<file path="config.mk">
export PLATFORM = sky130hd
export DESIGN_NAME = fetch_buffer
export DESIGN_NICKNAME = d
export VERILOG_FILES = /design/src/rtl/fetch_buffer_pkg.sv /design/src/rtl/fetch_buffer_fifo_sync.sv /design/src/rtl/fetch_buffer.sv
export SDC_FILE = /design/constraint.sdc
export NUM_CORES = 1
export LEC_CHECK = 0
export BUFFER_PORTS_ARGS = -buffer_cell sky130_fd_sc_hd__buf_4
export CORE_ASPECT_RATIO = 0.5
export CORE_MARGIN = 10
export CORE_UTILIZATION = 50
export DETAILED_ROUTE_END_ITERATION = 12
export HOLD_SLACK_MARGIN = 0.02
export PLACE_DENSITY_LB_ADDON = 0.05
export SKIP_CTS_REPAIR_TIMING = 1
export SLEW_MARGIN = 30
export SYNTH_ARGS = -nofsm -noshare
export SYNTH_HDL_FRONTEND = slang
export SYNTH_SLANG_ARGS = --single-unit
export TNS_END_PERCENT = 50
</file>
<file path="constraint.sdc">
create_clock -name clk -period 2.7 [get_ports clk]
set_input_delay 0.135 -clock clk [delete_from_list [all_inputs] [get_ports clk]]
set_output_delay 0.135 -clock clk [all_outputs]
set_load 0.01 [all_outputs]
</file>
<file path="src/rtl/fetch_buffer_pkg.sv">
// Shared definitions for the fetch buffer: instruction encodings, reset
// defaults and the entry format held in the instruction FIFO.
`ifndef FETCH_BUFFER_PKG_SV
`define FETCH_BUFFER_PKG_SV

package fetch_buffer_pkg;

    // Canonical NOP (addi x0, x0, 0) presented when no instruction is valid.
    localparam logic [31:0] NOP_INST = 32'h0000_0013;

    // Default first fetch address after reset.
    localparam logic [31:0] DEFAULT_RESET_PC = 32'h0000_0000;

    // Byte distance between consecutive instruction words.
    localparam logic [31:0] INST_BYTES = 32'd4;

    // One buffered instruction together with the PC it was fetched from.
    typedef struct packed {
        logic [31:0] pc;
        logic [31:0] inst;
    } fetch_entry_t;

    // Fetch addresses are always word aligned; the low two bits are dropped.
    function automatic logic [31:0] align_word(input logic [31:0] addr);
        return addr & 32'hFFFF_FFFC;
    endfunction

endpackage

`endif

</file>
<file path="src/rtl/fetch_buffer_fifo_sync.sv">
// Synchronous circular FIFO with a combinational head. Depth must be a power
// of two so that the read/write pointers wrap naturally. A push into a full
// FIFO is accepted only when a pop happens in the same cycle.
module fifo_sync #(
    parameter int unsigned width = 32,
    parameter int unsigned depth = 2
) (
    input  logic                     clk,
    input  logic                     rst,
    input  logic                     push,
    input  logic [width-1:0]         push_data,
    input  logic                     pop,
    input  logic                     clear,
    output logic [$clog2(depth):0]   count,
    output logic [width-1:0]         head
);

    localparam int unsigned PW = (depth > 1) ? $clog2(depth) : 1;
    localparam int unsigned CW = $clog2(depth) + 1;
    localparam logic [CW-1:0] FULL_COUNT = CW'(depth);

    logic [width-1:0] mem_q [depth];
    logic [width-1:0] mem_d [depth];
    logic [PW-1:0]    wr_ptr_q, wr_ptr_d;
    logic [PW-1:0]    rd_ptr_q, rd_ptr_d;
    logic [CW-1:0]    count_q, count_d;
    logic             pop_ok;
    logic             push_ok;

    // Next-state for storage, pointers and occupancy; clear wins over traffic.
    always_comb begin
        mem_d    = mem_q;
        wr_ptr_d = wr_ptr_q;
        rd_ptr_d = rd_ptr_q;
        count_d  = count_q;
        pop_ok   = pop && (count_q != '0);
        push_ok  = push && ((count_q != FULL_COUNT) || pop_ok);
        if (clear) begin
            wr_ptr_d = '0;
            rd_ptr_d = '0;
            count_d  = '0;
        end else begin
            if (push_ok) begin
                mem_d[wr_ptr_q] = push_data;
                wr_ptr_d        = wr_ptr_q + PW'(1);
            end
            if (pop_ok) begin
                rd_ptr_d = rd_ptr_q + PW'(1);
            end
            count_d = count_q + CW'(push_ok) - CW'(pop_ok);
        end
    end

    // State register with synchronous reset.
    always_ff @(posedge clk) begin
        if (rst) begin
            for (int i = 0; i < int'(depth); i++) begin
                mem_q[i] <= '0;
            end
            wr_ptr_q <= '0;
            rd_ptr_q <= '0;
            count_q  <= '0;
        end else begin
            mem_q    <= mem_d;
            wr_ptr_q <= wr_ptr_d;
            rd_ptr_q <= rd_ptr_d;
            count_q  <= count_d;
        end
    end

    assign count = count_q;
    assign head  = mem_q[rd_ptr_q];

endmodule

</file>
<file path="src/rtl/fetch_buffer.sv">
// Instruction fetch buffer. Issues word fetches to instruction memory under a
// credit limit (buffered + in-flight never exceeds depth), queues responses
// with their PCs and presents the head to decode. A redirect clears the
// buffer, retargets fetch and marks every in-flight response for discard.
//
// Handshakes: a fetch is accepted when imem_req && imem_gnt in the same cycle;
// memory returns exactly one imem_rvalid pulse per accepted fetch, in order,
// no earlier than the following cycle. The head is consumed when
// out_valid && !pause && !jump.
module fetch_buffer
    import fetch_buffer_pkg::*;
#(
    parameter logic [31:0] reset_pc = DEFAULT_RESET_PC,
    parameter int unsigned depth    = 2
) (
    input  logic        clk,
    input  logic        rst,
    output logic        imem_req,
    output logic [31:0] imem_addr,
    input  logic        imem_gnt,
    input  logic        imem_rvalid,
    input  logic [31:0] imem_rdata,
    input  logic        jump,
    input  logic [31:0] jump_addr,
    input  logic        pause,
    output logic        out_valid,
    output logic [31:0] out_inst,
    output logic [31:0] out_pc
);

    localparam int unsigned CW = $clog2(depth) + 1;
    localparam logic [CW:0] CREDIT = (CW + 1)'(depth);

    logic [31:0]   fpc_q, fpc_d;
    logic [31:0]   rpc_q, rpc_d;
    logic [CW-1:0] osd_q, osd_d;
    logic [CW-1:0] drp_q, drp_d;
    logic [CW-1:0] cnt;
    logic [CW:0]   in_use;
    logic          handshake;
    logic          rsp_valid;
    logic          push;
    logic          pop;
    fetch_entry_t  push_entry;
    fetch_entry_t  head_entry;

    // Credit check and request generation; a redirect suppresses the request.
    always_comb begin
        in_use    = {1'b0, cnt} + {1'b0, osd_q};
        imem_req  = !rst && !jump && (in_use < CREDIT);
        imem_addr = fpc_q;
        handshake = imem_req && imem_gnt;
        rsp_valid = imem_rvalid && !rst;
    end

    // Next-state for fetch/response PCs, outstanding and drop counters, and
    // the FIFO push/pop strobes. A redirect overrides every other update.
    always_comb begin
        fpc_d      = fpc_q;
        rpc_d      = rpc_q;
        osd_d      = osd_q;
        drp_d      = drp_q;
        push       = 1'b0;
        pop        = 1'b0;
        push_entry = '{pc: rpc_q, inst: imem_rdata};
        if (jump) begin
            fpc_d = align_word(jump_addr);
            rpc_d = align_word(jump_addr);
            // Every response still owed, except one landing right now, is stale.
            osd_d = osd_q - CW'(rsp_valid);
            drp_d = osd_q - CW'(rsp_valid);
        end else begin
            if (handshake) begin
                fpc_d = fpc_q + INST_BYTES;
            end
            osd_d = osd_q + CW'(handshake) - CW'(rsp_valid);
            if (rsp_valid) begin
                if (drp_q != '0) begin
                    drp_d = drp_q - CW'(1);
                end else begin
                    push  = 1'b1;
                    rpc_d = rpc_q + INST_BYTES;
                end
            end
            pop = out_valid && !pause;
        end
    end

    // Architectural state register with synchronous reset.
    always_ff @(posedge clk) begin
        if (rst) begin
            fpc_q <= reset_pc;
            rpc_q <= reset_pc;
            osd_q <= '0;
            drp_q <= '0;
        end else begin
            fpc_q <= fpc_d;
            rpc_q <= rpc_d;
            osd_q <= osd_d;
            drp_q <= drp_d;
        end
    end

    fifo_sync #(
        .width ($bits(fetch_entry_t)),
        .depth (depth)
    ) u_fifo (
        .clk       (clk),
        .rst       (rst),
        .push      (push),
        .push_data (push_entry),
        .pop       (pop),
        .clear     (jump),
        .count     (cnt),
        .head      (head_entry)
    );

    // Head presentation; an empty buffer shows a NOP at PC 0.
    always_comb begin
        out_valid = (cnt != '0);
        out_inst  = out_valid ? head_entry.inst : NOP_INST;
        out_pc    = out_valid ? head_entry.pc : 32'h0000_0000;
    end

endmodule
</file>
==> flow_metrics.py <==
metrics = {
    "finish": {
        "fin_nets": 1407,
        "multi_input_area_sq_um": 4840,
        "layout-drive-gt1-share_pct": 18.2,
        "fillCellCount": 1523,
        "num_antenna_cells": 0,
        "ff_latch_area_sq_um": 3850,
        "fin_cells": 1572,
        "area_growth_pct": 26.9,
    },
    "logic_synthesis": {
        "syn_inst": 1167,
        "synth_top_area_cell": "dfxtp_1",
        "synth_edf_count": 0,
        "yosys-top-cells-area": "dfxtp_1 42%, nand2_1 12%, a21oi_1 8.4%",
        "yosysSeqAreaShare_pct": 42.4,
        "yosys_warnings": 0,
        "netlist_top_cells_count": "298 x nand2_1, 192 x dfxtp_1, 152 x a21oi_1, 97 x nor2_1, 63 x mux2i_1",
        "syn_area_sq_um": 9070,
        "avgSynthCellArea_sq_um": 7.77,
        "synth_top_area_share_pct": 42.4,
        "synthArstFlopShare_pct": 0,
        "synth-main-ff-cell": "dfxtp_1",
        "ys_types": 64,
        "yosysMostFrequentCell": "nand2_1",
        "synth_seq_cells": 192,
    },
    "cts": {
        "clock_latency_ps": 420,
        "cts_root_buf": "clkbuf_16",
        "tritoncts": "built",
        "clk_pin_slew_worst_paths_ps": 70,
        "htree_num_levels": 4,
        "cts.sink_count": 192,
        "cts_buffers": 17,
        "clk_path_buf_depth": 2,
    },
    "timing": {
        "fin_crit_sh_pct": 90.9,
        "hold_violations": 0,
        "finalHoldWorstSlack_ps": 19.9,
        "clock_skew_ps": 10.4,
        "slew_violations": 0,
        "slew_headroom_pct": 45.3,
        "tightest_slew_ps": 821,
        "min_period_ps": 2450,
        "setup_viol": 0,
        "fmax_mhz": 408,
        "setup-tns-final_ps": 0,
        "rsz0062_at_grt": "no",
    },
    "route": {
        "postRouteAntennaNets": 0,
        "drt_first_pass_iters": 6,
        "via_per_inst": 5.51,
        "drt-total-wl_um": 27200,
        "drcViolationCount": 0,
        "detail_route.iter0.violations": 609,
        "wl_per_cell_um": 17.3,
        "dr_total_vias": 8656,
    },
    "worst_setup_path": {
        "worstSetupStartpointType": "flop",
        "worstSetupEndpointType": "flop",
        "crit_type": "flop to flop",
        "critPathArrivalTime_ps": 2750,
        "crit_fanout": 3,
        "critPathRequiredTime_ps": 3000,
    },
    "pwr": {
        "leakagePower_nw": 4.11,
        "vdd_drop_max_mv": 0.417,
        "cellPowerDensity_nw_per_um2": 527,
    },
    "floorplanning": {
        "initial_utilization_pct": 51.6,
        "dieWidth_um": 210,
        "placementRows": 34,
        "ios": 168,
        "die_h_um": 115,
        "core_sq_um": 17600,
        "die_area_sq_um": 24300,
    },
    "grt": {
        "grt_util_all_layers_pct": 21.7,
        "grt_max_degree": 108,
        "gr-total-overflow": 0,
        "grt_pass1_wl_um": 43000,
        "antenna_found_initial": 0,
        "grt_pass1_vias": 8307,
    },
    "place": {
        "dpl.hpwl_um": 18100,
        "place_congestion": 0.870,
        "io_buffers": 161,
        "dp_cells": 1500,
    },
    "run": {
        "drv_cap": 0,
    },
    "min_path": {
        "hold_path.class": "input port to flop",
    },
    "outcome": {
        "status": "complete, no violations",
    },
}
==> layout by cell type (no fill, tap or decap), types with 13 or more instances in the layout <==
| master | n |
|---|---|
| nand3_1 | 24 |
| xor2_1 | 17 |
| mux2i_1 | 63 |
| nor3_1 | 16 |
| clkbuf_16 | 17 |
| inv_1 | 18 |
| buf_4 | 174 |
| nand4_1 | 16 |
| nand2_1 | 297 |
| dlygate4sd3_1 | 43 |
| o21ai_0 | 13 |
| a21oi_1 | 152 |
| nor2_1 | 95 |
| dfxtp_1 | 189 |
| xnor2_1 | 21 |
==> cell families (layout without fill, tap and decap cells) <==
group                      Yosys count  count (layout)  share of synthesized area [%]
buffers and inverters              109             277                           4.94
xor gates and xnor gates            38              38                           3.67
adders and majority gates            9               9                           1.32
and+or+nand+nor                    522             522                           25.8
DFF                                192             192                           42.4
AOI/OAI and AO/OA                  230             230                           14.5
muxes                               66              66                           7.32
other                                1               4                         0.0413
==> final timing paths <==
path	endpoint	cells after the start	slack, ps	start
worst max register to register	osd_q[1]$_SDFF_PP0_	13	250	u_fifo.count[0]$_SDFF_PP0_
worst max-delay path	osd_q[1]$_SDFF_PP0_	13	250	u_fifo.count[0]$_SDFF_PP0_
worst min-delay path	imem_addr[20]$_SDFFE_PP0P_	3	20	jump_addr[20]
worst min register to register	u_fifo.mem_q[100]$_SDFFE_PP0P_	2	450	u_fifo.mem_q[100]$_SDFFE_PP0P_
==> power breakdown <==
part | total (W) | leakage, nW | internal (W) | switching [W]
clock network | 0.00241 | 0.267 | 0.00130 | 0.00111
registers | 0.00304 | 1.56 | 0.00292 | 0.000125
logic | 0.000612 | 2.28 | 0.000287 | 0.000325
total | 0.00607 | 4.11 | 0.00450 | 0.00156
==> routing by layer <==
metal | vias up | GRT usage (%) | routed length (um)
li1 | 4281 | - | -
met1 | 4080 | 29.5 | 12900
met2 | 283 | 34.3 | 12300
met3 | 12 | 5.76 | 1910
met4 | 0 | 3.98 | 155
met5 | - | 0 | 0
==> through the flow <==
step	total power, W	instance area (sq um)	util [%]	setup slack, ps
finish	0.00607	11500	65.5	246
global route	0.00631	11500	65.5	85.7
CTS	0.00605	11100	63.0	-14.8
detailed placement	0.00366	10500	59.9	53.0
global placement	0.00364	10500	59.9	121
floorplan	0.00339	9130	-	-98.8
==> state kept, by name (all words and copies together), names as in the netlist <==
| register | flops |
|---|---|
| drp_q | 2 |
| imem_addr | 30 |
| osd_q | 2 |
| rpc_q | 30 |
| u_fifo.count | 2 |
| u_fifo.mem_q | 124 |
| u_fifo.rd_ptr_q | 1 |
| u_fifo.wr_ptr_q | 1 |
==> worst max-delay path, stage by stage (launching register included) <==
cell and delay, ps:
dfxtp_2 370, inv_2 50, nor2_2 120, fa_1 460
nor4_4 190, and2_4 230, inv_6 40, ha_4 250
inv_2 40, ha_4 150, xnor2_1 110, o21ai_1 150
xnor2_1 130, nor2_1 60
==> area by class of cell <==
| cell class | count | area share (%) |
|---|---|---|
| Multi-Input combinational cell | 869 | 42.1 |
| Sequential cell | 192 | 33.4 |
| Timing Repair Buffer | 226 | 16.4 |
| Clock buffer | 19 | 3.85 |
| Tap cell | 234 | 2.54 |
| Clock inverter | 10 | 0.913 |
| Inverter | 22 | 0.761 |
Note: power is estimated with default switching activity, not from simulation.
